## config.mk

```make
export PLATFORM = sky130hd
export DESIGN_NAME = uart_rx_fifo
export DESIGN_NICKNAME = d
export VERILOG_FILES = /design/src/rtl/uart_rx_fifo.sv
export SDC_FILE = /design/constraint.sdc
export NUM_CORES = 1
export LEC_CHECK = 0
export BUFFER_PORTS_ARGS = -buffer_cell sky130_fd_sc_hd__buf_2
export CAP_MARGIN = 20
export CORE_ASPECT_RATIO = 0.8
export CORE_UTILIZATION = 55
export DETAILED_ROUTE_END_ITERATION = 10
export GPL_ROUTABILITY_DRIVEN = 0
export PLACE_DENSITY = 0.71
export SYNTH_ARGS = -nofsm -noshare
export SYNTH_HDL_FRONTEND = slang
export SYNTH_SLANG_ARGS = --single-unit
```

## constraint.sdc

```tcl
create_clock -name clk -period 3.3 [get_ports clk]
set_input_delay 0.495 -clock clk [delete_from_list [all_inputs] [get_ports clk]]
set_output_delay 0.495 -clock clk [all_outputs]
set_load 0.03 [all_outputs]
```

## src/rtl/uart_rx_fifo.sv

```systemverilog
// Receive buffer behind the UART receiver: first-word-fall-through
// byte FIFO with sticky overflow/framing status and an error counter.
module uart_rx_fifo #(
   parameter int Depth = 16,
   localparam int CW = $clog2(Depth) + 1
) (
   input  logic          clk,
   input  logic          nReset,
   input  logic [7:0]    rx_data,
   input  logic          rx_done,
   input  logic          rx_err,
   output logic [7:0]    out_data,
   output logic          out_valid,
   input  logic          out_ready,
   output logic [CW-1:0] count,
   output logic          overflow,
   output logic          frame_err,
   output logic [7:0]    err_count,
   input  logic          clr_status,
   input  logic          flush
);

   localparam int AW = CW - 1;

   if (Depth < 2 || (Depth & (Depth - 1)) != 0) begin : g_depth_chk
      $error("uart_rx_fifo: Depth must be a power of 2 and >= 2");
   end

   logic [AW-1:0] wr_ptr_q, wr_ptr_d;
   logic [AW-1:0] rd_ptr_q, rd_ptr_d;
   logic [CW-1:0] count_q, count_d;
   logic          wr_pend_q, wr_pend_d;
   logic          overflow_q, overflow_d;
   logic          frame_err_q, frame_err_d;
   logic [7:0]    err_count_q, err_count_d;
   logic [7:0]    mem_q [Depth];

   logic pop;
   logic full;
   logic push_ok;
   logic drop;
   logic mem_we;

   always_comb begin
      pop     = (count_q != '0) && out_ready;
      full    = (count_q == CW'(Depth));
      push_ok = wr_pend_q && (!full || pop);
      drop    = wr_pend_q && full && !pop && !flush;
      mem_we  = push_ok && !flush;

      wr_ptr_d  = wr_ptr_q;
      rd_ptr_d  = rd_ptr_q;
      count_d   = count_q;
      wr_pend_d = rx_done;

      if (flush) begin
         wr_ptr_d  = '0;
         rd_ptr_d  = '0;
         count_d   = '0;
         wr_pend_d = 1'b0;
      end else begin
         if (push_ok) wr_ptr_d = wr_ptr_q + 1'b1;
         if (pop)     rd_ptr_d = rd_ptr_q + 1'b1;
         if (push_ok && !pop)      count_d = count_q + 1'b1;
         else if (pop && !push_ok) count_d = count_q - 1'b1;
      end
   end

   // A status event coinciding with clr_status survives the clear
   always_comb begin
      overflow_d  = (clr_status ? 1'b0 : overflow_q) | drop;
      frame_err_d = (clr_status ? 1'b0 : frame_err_q) | rx_err;
      err_count_d = err_count_q;
      if (clr_status)
         err_count_d = {7'b0, rx_err};
      else if (rx_err && err_count_q != 8'hFF)
         err_count_d = err_count_q + 8'd1;
   end

   always_ff @(posedge clk or negedge nReset) begin
      if (!nReset) begin
         wr_ptr_q    <= '0;
         rd_ptr_q    <= '0;
         count_q     <= '0;
         wr_pend_q   <= 1'b0;
         overflow_q  <= 1'b0;
         frame_err_q <= 1'b0;
         err_count_q <= 8'd0;
      end else begin
         wr_ptr_q    <= wr_ptr_d;
         rd_ptr_q    <= rd_ptr_d;
         count_q     <= count_d;
         wr_pend_q   <= wr_pend_d;
         overflow_q  <= overflow_d;
         frame_err_q <= frame_err_d;
         err_count_q <= err_count_d;
      end
   end

   always_ff @(posedge clk) begin
      if (mem_we) mem_q[wr_ptr_q] <= rx_data;
   end

   always_comb begin
      out_valid = (count_q != '0);
      out_data  = out_valid ? mem_q[rd_ptr_q] : 8'd0;
      count     = count_q;
      overflow  = overflow_q;
      frame_err = frame_err_q;
      err_count = err_count_q;
   end

endmodule
```

==> results of run 1 <==
==> cell usage in the layout, fill, tap and decap left out, types with 2 or more instances in the layout <==
master / synthesis / final
o211ai_1: 5 / 5
edfxtp_1: 128 / 128
buf_4: 4 / 24
inv_1: 7 / 7
nand3_1: 6 / 6
dfrtp_1: 24 / 23
nand2_1: 9 / 9
o21ai_0: 4 / 4
a211oi_1: 17 / 17
nor2_1: 28 / 28
clkinv_2: 0 / 2
a21oi_1: 5 / 5
and4_1: 2 / 2
clkbuf_16: 0 / 17
clkinv_4: 0 / 2
a31oi_1: 2 / 2
buf_2: 5 / 38
mux2_1: 3 / 3
o2111ai_1: 2 / 2
ha_1: 10 / 10
xnor2_1: 4 / 4
nor2b_1: 12 / 12
mux4_2: 32 / 32
nand2b_1: 5 / 5
inv_6: 0 / 3
bufinv_16: 0 / 4
o21ai_2: 2 / 2
mux2i_1: 12 / 12
nand4_1: 2 / 2
and3_1: 5 / 5
nor3_1: 4 / 4
xor2_1: 8 / 8
clkinvlp_4: 0 / 3
==> power groups by stage <==
stage | registers [mW] | logic (mW) | clock network (mW)
after floorplan | 2.27 | 0.839 | 0
after global placement | 2.27 | 1.15 | 0
after detailed placement | 2.27 | 1.17 | 0
after CTS | 2.24 | 1.18 | 2.06
after global routing | 2.25 | 1.26 | 2.14
final | 2.23 | 1.17 | 2.03
==> cells by family (layout without fill, tap and decap cells) <==
kind of cell	after synthesis	in the layout	synth area share
adders and majority gates	11	11	0.0225
AOI/OAI and AO/OA	45	45	0.0522
xor gates and xnor gates	12	12	0.0163
and+or+nand+nor	79	79	0.0628
muxes	47	47	0.136
DFF	152	152	0.689
buffers and inverters	28	102	0.0219
==> metal layers <==
| layer | global-route usage | vias to the layer above |
|---|---|---|
| met5 | 0 | - |
| met4 | 0.0871 | 0 |
| met3 | 0.0584 | 18 |
| met2 | 0.345 | 149 |
| met1 | 0.347 | 1859 |
| li1 | - | 1602 |
==> state kept, by name, indices dropped and copies added, names as in the netlist <==
name	count
overflow	1
wr_pend_q	1
rd_ptr_q	4
frame_err	1
err_count	8
wr_ptr_q	4
mem_q	128
count	5
==> worst min path at each step <==
stage               from           end  slack (ns)
2_1_floorplan     nReset      count[0]        0.20
3_3_place_gp   frame_err     frame_err        0.46
3_5_place_dp   frame_err     frame_err        0.47
4_1_cts           nReset  err_count[5]        0.08
5_1_grt           nReset  err_count[1]         0.1
6_report          nReset  err_count[1]        0.06
==> Yosys cell counts, types with 2 or more instances <==
cell	n	area, um^2
a211oi_1	17	128
a21oi_1	5	25.0
a31oi_1	2	12.5
and3_1	5	31.3
and4_1	2	17.5
buf_2	5	25.0
buf_4	4	30.0
buf_6	2	22.5
clkbuf_1	9	33.8
dfrtp_1	24	601
edfxtp_1	128	3840
ha_1	10	125
inv_1	7	26.3
mux2_1	3	33.8
mux2i_1	12	120
mux4_2	32	721
nand2_1	9	33.8
nand2b_1	5	31.3
nand3_1	6	30.0
nand4_1	2	12.5
nor2_1	28	105
nor2b_1	12	75.1
nor3_1	4	20.0
o2111ai_1	2	17.5
o211ai_1	5	37.5
o21ai_0	4	20.0
o21ai_2	2	17.5
xnor2_1	4	35.0
xor2_1	8	70.1
==> final cells by class <==
cell class	count	area, um^2
Inverter	7	26.3
Clock inverter	15	200
Tap cell	144	180
Multi-Input combinational cell	194	1870
Clock buffer	17	425
Fill cell	755	3610
Sequential cell	152	4450
Timing Repair Buffer	63	390
==> flow_summary.toml, run 1 <==
[clock_tree]
cts_hold_buf = 0
cts.path.max_buffers = 2
h-tree-depth = 4
cts_resized = 0
cts_tree = "done"
worstSkewPairLatency_ns = 0.42
cts_root_buffer = "clkbuf_16"
cts_made_buffers = 17
clk_pin_slew_worst_paths_ns = 0.06
post_cts_buffers = 0
clkSinkCount = 152

[drt]
wl_met3_um = 1040
firstDrtPassIters = 5
viasPerCell = 6.13
ant_nets = 0
drt_iter0_markers = 352
drc_errors = 0
dr.max_layer_used = "met4"
drt-total-wl_um = 13100
met2_length_um = 6140
dr_total_vias = 3628
drt-wirelength-per-cell_um = 22.0
drt-met1-wl_um = 5670

[floorplanning]
rows = 34
die_h_um = 98.9
start_util = 0.579
die-area_mm2 = 0.0122
coreArea_mm2 = 0.0111
die-width_um = 123
ioPinCount = 39

[setup_path]
max_stage_delay_ns = 0.77
crit_end = "out_data[2]"
cp.arrival_ns = 2.58
reg2reg_from = "count[1]"
r2r_end = "count[4]"
end_kind = "primary output"
critical-path-slowest-cell = "dfrtp_2"
cp_data_required_time_ns = 2.80
critPathBufInv = 1
critical_path_class = "reg -> out"
cp-startpoint = "rd_ptr_q[1]"
crit_family = "flip-flops"
cp.depth = 5
path_cells = "mux4_2 -> nor2b_1 -> a211oi_1 -> a211oi_1 -> buf_2"
r2r_cells = 8
worstSetupStartpointType = "flip-flop"
reg2reg_slack_ns = 0.48
cp_max_fo = 18
crit_path_frequent_cell = "a211oi_1"

[timing]
skew_ns = 0.00719
grt_setup_unrepaired = "no"
fin_ws_ns = 0.226
report.final.hold_viol_count = 0
drv_slew = 0
setup_viol = 0
period_needed_ns = 3.07
tns_ns = 0
tightestPinTransition_ns = 0.696
fin_hold_ws_ns = 0.0587
maxClockFrequency_mhz = 325
fin_crit_sh = 0.931
slew_headroom = 0.536

[cells_and_area]
final_util = 0.676
area_growth_pct = 16.8
stdcell_count = 592
finalInstanceArea_mm2 = 0.00753
final_net_count = 461
diodes = 0
drive_gt1_frac = 0.299

[power]
p_seq_frac = 0.411
peakVddDrop_mv = 0.453
power_switching_mw = 1.56
switching_share = 0.286
internal_power_mw = 3.88
power_mw = 5.44
comb_power_share = 0.215
pwr-share-clk = 0.374
power_density_mw_per_mm2 = 722
leakagePower_nw = 2.64

[placed_design]
dpl.cell_count = 560
place_area_mm2 = 0.00691
hpwl_um = 8290
portBuffers = 38
dp_slack_ns = 0.508

[global_routing]
grt_pass1_wl_um = 19800
grt_pass1_vias = 3492
grt_usage = 0.236
grt_start_max_net_pins = 36
grt_overflow = 0
antenna_found_initial = 0

[synthesis]
syn-mean-instance-area_um2 = 17.3
yosysUniqueCellTypes = 45
ys.flop_type = "edfxtp_1"
synth_edf_count = 128
syn_area_mm2 = 0.00645
synth-seq-area-share = 0.689
async_flop_share = 0.158
synth-seq-cells = 152
syn-instance-count = 374
synthesis.nets = 400
ys_warn_count = 0

[hold_path]
hp-class = "in -> async"

[outcome]
status = "complete, no violations"

[flow_run]
drv_cap = 0
No activity file was read; power rests on OpenSTA's default activity.
==> inputs of run 2 (changes only) <==
--- a/config.mk
+++ b/config.mk
@@ -8,6 +8,7 @@
 export BUFFER_PORTS_ARGS = -buffer_cell sky130_fd_sc_hd__buf_2
 export CAP_MARGIN = 20
 export CORE_ASPECT_RATIO = 0.8
+export CORE_MARGIN = 1.5
 export CORE_UTILIZATION = 55
 export DETAILED_ROUTE_END_ITERATION = 10
 export GPL_ROUTABILITY_DRIVEN = 0
==> run 2 against run 1 <==
Effect of this change:
- hold slack is essentially flat
- maximum frequency is 1.7% higher
- critical path depth increased by 1
- register-to-register slack got worse by 0.03 ns
- die area rose by 1.8%
- global-route usage fell by 1.9 points
- via count is 3.4% lower
- first-iteration DRC count decreased by 22%
- power fell by 5.7%
- non-clock buffer count rose by 1
- critical path type unchanged
- largest power group unchanged
- highest routed layer unchanged
==> flow_summary.toml, run 2 (same netlist as run 1, synthesis figures left out) <==
[setup_path]
critPathBufInv = 3
cp-startpoint = "rd_ptr_q[1]"
cp_data_required_time_ns = 2.80
worstSetupStartpointType = "flip-flop"
reg2reg_from = "count[1]"
cp.arrival_ns = 2.53
crit_path_frequent_cell = "buf_4"
cp_max_fo = 16
critical-path-slowest-cell = "dfrtp_2"
max_stage_delay_ns = 0.56
crit_family = "buffers and inverters"
path_cells = "buf_4 -> buf_4 -> mux4_2 -> mux2i_1 -> a211oi_1 -> buf_2"
critical_path_class = "reg -> out"
reg2reg_slack_ns = 0.45
end_kind = "primary output"

[flow_run]
drv_cap = 0

[global_routing]
grt_overflow = 0
grt_usage = 0.217
grt_pass1_vias = 3365
antenna_found_initial = 0
grt_pass1_wl_um = 19100
grt_start_max_net_pins = 25

[clock_tree]
cts_root_buffer = "clkbuf_16"
cts_tree = "done"
cts_hold_buf = 0
worstSkewPairLatency_ns = 0.42
cts_made_buffers = 17
clkSinkCount = 152
h-tree-depth = 4
clk_pin_slew_worst_paths_ns = 0.07
post_cts_buffers = 0
cts.path.max_buffers = 2
cts_resized = 0

[cells_and_area]
drive_gt1_frac = 0.303
area_growth_pct = 15.5
diodes = 0
top_register = "mem_q"
final_cell_mix = "128 x edfxtp_1, 38 x buf_2, 32 x mux4_2"
largest_reg_flops = 128
final_common_cell = "edfxtp_1"
final_util = 0.650
final_net_count = 462

[floorplanning]
ioPinCount = 39
die-area_mm2 = 0.0124
die-width_um = 124
rows = 35
start_util = 0.562
die_h_um = 99.9
coreArea_mm2 = 0.0115

[power]
switching_share = 0.302
peakVddDrop_mv = 0.406
pwr-share-clk = 0.343
p_seq_frac = 0.432
power_mw = 5.13
leakagePower_nw = 2.59
internal_power_mw = 3.58
power_switching_mw = 1.55
power_density_mw_per_mm2 = 688
comb_power_share = 0.225

[drt]
drt-wirelength-per-cell_um = 20.8
viasPerCell = 5.87
dr_total_vias = 3503
firstDrtPassIters = 4
drt-total-wl_um = 12400
ant_nets = 0
drc_errors = 0
drt_iter0_markers = 276

[timing]
fin_crit_sh = 0.916
grt_setup_unrepaired = "no"
report.final.hold_viol_count = 0
setup_viol = 0
period_needed_ns = 3.02
fin_hold_ws_ns = 0.0591
skew_ns = 0.00654
drv_slew = 0
tns_ns = 0
tightestPinTransition_ns = 0.702
slew_headroom = 0.527
fin_ws_ns = 0.277
maxClockFrequency_mhz = 331

[placed_design]
hpwl_um = 7950
dp_slack_ns = 0.489
portBuffers = 38

[hold_path]
hp-class = "in -> async"

[outcome]
status = "complete, no violations"
## run 2: cell types whose count changed in the layout (fill, tap and decap cells not counted), sizes merged
cell	change
buf	+1
bufinv	-4
clkinv	-3
clkinvlp	+5
inv	+2
## run 2: final timing paths
check                      cells past startpoint           end
setup / recovery                               6   out_data[1]
hold / removal                                 1  err_count[6]
setup reg to reg                               8      count[4]
hold reg to reg                                1     frame_err
max in group asynchronous                      1   rd_ptr_q[1]
min in group clk                               2     wr_pend_q
## run 2: cell type report
type / count / area (um^2)
sequential: 152 / 4450
fill: 816 / 4020
multi-input combinational: 194 / 1870
clock buffer: 17 / 425
timing repair buffer: 64 / 385
tap: 148 / 185
clock inverter: 15 / 120
inverter: 7 / 26.3
## run 2: per-layer routing
metal	vias up	routed length (um)	track usage
met5	-	0	0
met4	0	152	0.0638
met3	16	526	0.0557
met2	88	5910	0.327
met1	1795	5810	0.318
li1	1604	-	-
## run 2: power groups by stage
stage / clock [mW] / combinational, mW / sequential (mW)
floorplan: 0 / 0.839 / 2.27
global placement: 0 / 1.14 / 2.25
detailed placement: 0 / 1.16 / 2.25
CTS: 1.79 / 1.16 / 2.21
global route: 1.86 / 1.24 / 2.22
finish: 1.76 / 1.15 / 2.21
## run 2: stage by stage
| stage | instances | instance area, um^2 |
|---|---|---|
| finish | 597 | 7450 |
| global route | 597 | 7450 |
| CTS | 597 | 7450 |
| detailed placement | 565 | 6910 |
| global placement | 565 | 6910 |
| floorplan | 374 | 6450 |
## run 2: worst reg2reg max path: stages, from the launching register on
cell      delay (ns)
dfrtp_1         0.46
or4_1           0.58
nor2_2          0.13
o21ai_0         0.29
fa_1            0.52
a211o_1         0.33
o21a_1          0.14
o211ai_1        0.18
a31oi_1         0.10
==> inputs of run 3 (changes only) <==
--- a/config.mk
+++ b/config.mk
@@ -7,12 +7,15 @@
 export LEC_CHECK = 0
 export BUFFER_PORTS_ARGS = -buffer_cell sky130_fd_sc_hd__buf_2
 export CAP_MARGIN = 20
+export CELL_PAD_IN_SITES_DETAIL_PLACEMENT = 0
+export CELL_PAD_IN_SITES_GLOBAL_PLACEMENT = 1
 export CORE_ASPECT_RATIO = 0.8
 export CORE_MARGIN = 1.5
-export CORE_UTILIZATION = 55
+export CORE_UTILIZATION = 52
 export DETAILED_ROUTE_END_ITERATION = 10
 export GPL_ROUTABILITY_DRIVEN = 0
-export PLACE_DENSITY = 0.71
+export PLACE_DENSITY = 0.77
+export REMOVE_ABC_BUFFERS = 1
 export SYNTH_ARGS = -nofsm -noshare
 export SYNTH_HDL_FRONTEND = slang
 export SYNTH_SLANG_ARGS = --single-unit
==> constraint.sdc (replaced) <==
create_clock -name clk -period 3.3 [get_ports clk]
set_input_delay 0.495 -clock clk [delete_from_list [all_inputs] [get_ports clk]]
set_output_delay 0.495 -clock clk [all_outputs]
set_load 0.1 [all_outputs]
==> run 3 against run 2 <==
Effect of this change:
- clock-buffer cell count increased by 1
- via count fell by 2.4%
- global-route usage shrank 0.81 points
- clock power increased by 19%
- routed wire length increased by 0.66%
- critical path depth unchanged
- sequential power hardly changed
- non-clock buffer count down 1
==> flow_summary.toml, run 3 (same netlist as run 1, synthesis figures left out) <==
[drt]
firstDrtPassIters = 4
drt_iter0_markers = 214
dr_total_vias = 3420
viasPerCell = 5.70
ant_nets = 0
drt-wirelength-per-cell_um = 20.8
drt-total-wl_um = 12500
drc_errors = 0

[clock_tree]
cts_made_buffers = 17
clkSinkCount = 152
cts_hold_buf = 0
cts_tree = "done"
h-tree-depth = 4
clk_pin_slew_worst_paths_ns = 0.06
cts_root_buffer = "clkbuf_16"
worstSkewPairLatency_ns = 0.41
cts.path.max_buffers = 2
cts_resized = 0
post_cts_buffers = 0

[global_routing]
grt_start_max_net_pins = 36
grt_overflow = 0
grt_pass1_vias = 3514
grt_pass1_wl_um = 19500
antenna_found_initial = 0
grt_usage = 0.209

[setup_path]
cp.arrival_ns = 2.57
critPathBufInv = 2
end_kind = "primary output"
crit_end = "out_data[6]"
r2r_cells = 8
path_cells = "buf_12 -> mux4_2 -> nor2b_1 -> a211oi_1 -> a211oi_1 -> buf_12"
max_stage_delay_ns = 0.64
cp_data_required_time_ns = 2.80
worstSetupStartpointType = "flip-flop"
reg2reg_from = "count[1]"
critical-path-slowest-cell = "dfrtp_2"
r2r_end = "count[4]"
cp.depth = 6
cp_max_fo = 17
crit_family = "flip-flops"
reg2reg_slack_ns = 0.46
critical_path_class = "reg -> out"
cp-startpoint = "rd_ptr_q[1]"

[floorplanning]
die-width_um = 128
die_h_um = 103
start_util = 0.531
coreArea_mm2 = 0.0122
die-area_mm2 = 0.0131
ioPinCount = 39
rows = 36

[timing]
slew_headroom = 0.479
drv_slew = 0
skew_ns = 0.00550
maxClockFrequency_mhz = 326
tns_ns = 0
fin_crit_sh = 0.929
tightestPinTransition_ns = 0.781
report.final.hold_viol_count = 0
period_needed_ns = 3.07
grt_setup_unrepaired = "no"
setup_viol = 0

[placed_design]
hpwl_um = 7910
place_area_mm2 = 0.00705
portBuffers = 38

[power]
power_mw = 6.22
leakagePower_nw = 2.69
peakVddDrop_mv = 0.623
power_density_mw_per_mm2 = 807

[cells_and_area]
final_common_cell = "edfxtp_1"
drive_gt1_frac = 0.297
top_register = "mem_q"
diodes = 0
final_cell_mix = "128 x edfxtp_1, 32 x mux4_2, 30 x buf_2"
largest_reg_flops = 128
final_net_count = 461
finalInstanceArea_mm2 = 0.00770
area_growth_pct = 19.4

[outcome]
status = "complete, no violations"

[flow_run]
drv_cap = 0

[hold_path]
hp-class = "in -> async"
==> run 3: cell count changes in the layout (fill, tap and decap cells not counted), sizes merged <==
cell,change
bufinv,+5
clkbuf,+1
buf,-1
clkinvlp,-5
inv,-1
==> run 3: routing by layer <==
metal,global-route usage,routed length [um],vias to the layer above
met4,0.0682,74,0
li1,-,-,1598
met2,0.326,6050,69
met1,0.299,5750,1746
met5,0,0,-
met3,0.0472,613,7
==> run 3: through the flow <==
stage	worst slack, ns	hold slack, ns	cells	utilization
after global placement	0.602	0.459	568	0.580
after floorplan	-1.28	0.199	353	-
after CTS	0.200	0.0696	600	0.633
after global routing	0.0724	0.102	600	0.633
after detailed placement	0.481	0.464	568	0.580
final	0.234	0.0703	600	0.633
==> run 3: worst min path at each step <==
stage                    to  slack, ns      start  cells after the start
2_1_floorplan      count[0]       0.20     nReset                      0
3_3_place_gp      frame_err       0.46  frame_err                      1
3_5_place_dp      frame_err       0.46  frame_err                      1
4_1_cts        err_count[3]       0.07     nReset                      1
5_1_grt           frame_err       0.10     nReset                      1
6_report       err_count[3]       0.07     nReset                      1
==> run 3: where the power goes <==
| part | switching [mW] | total (mW) | internal, mW | leakage, nW |
|---|---|---|---|---|
| registers | 0.0938 | 2.22 | 2.13 | 1.47 |
| logic | 1.22 | 1.89 | 0.667 | 0.911 |
| clock network | 0.753 | 2.10 | 1.35 | 0.306 |
==> run 3: layout make-up <==
type                            instances  area, um^2
Clock buffer                           18         429
Tap cell                              152         190
Multi-Input combinational cell        194        1870
Inverter                                7        26.3
Fill cell                             883        4460
Clock inverter                         14         220
Timing Repair Buffer                   63         523
Sequential cell                       152        4450
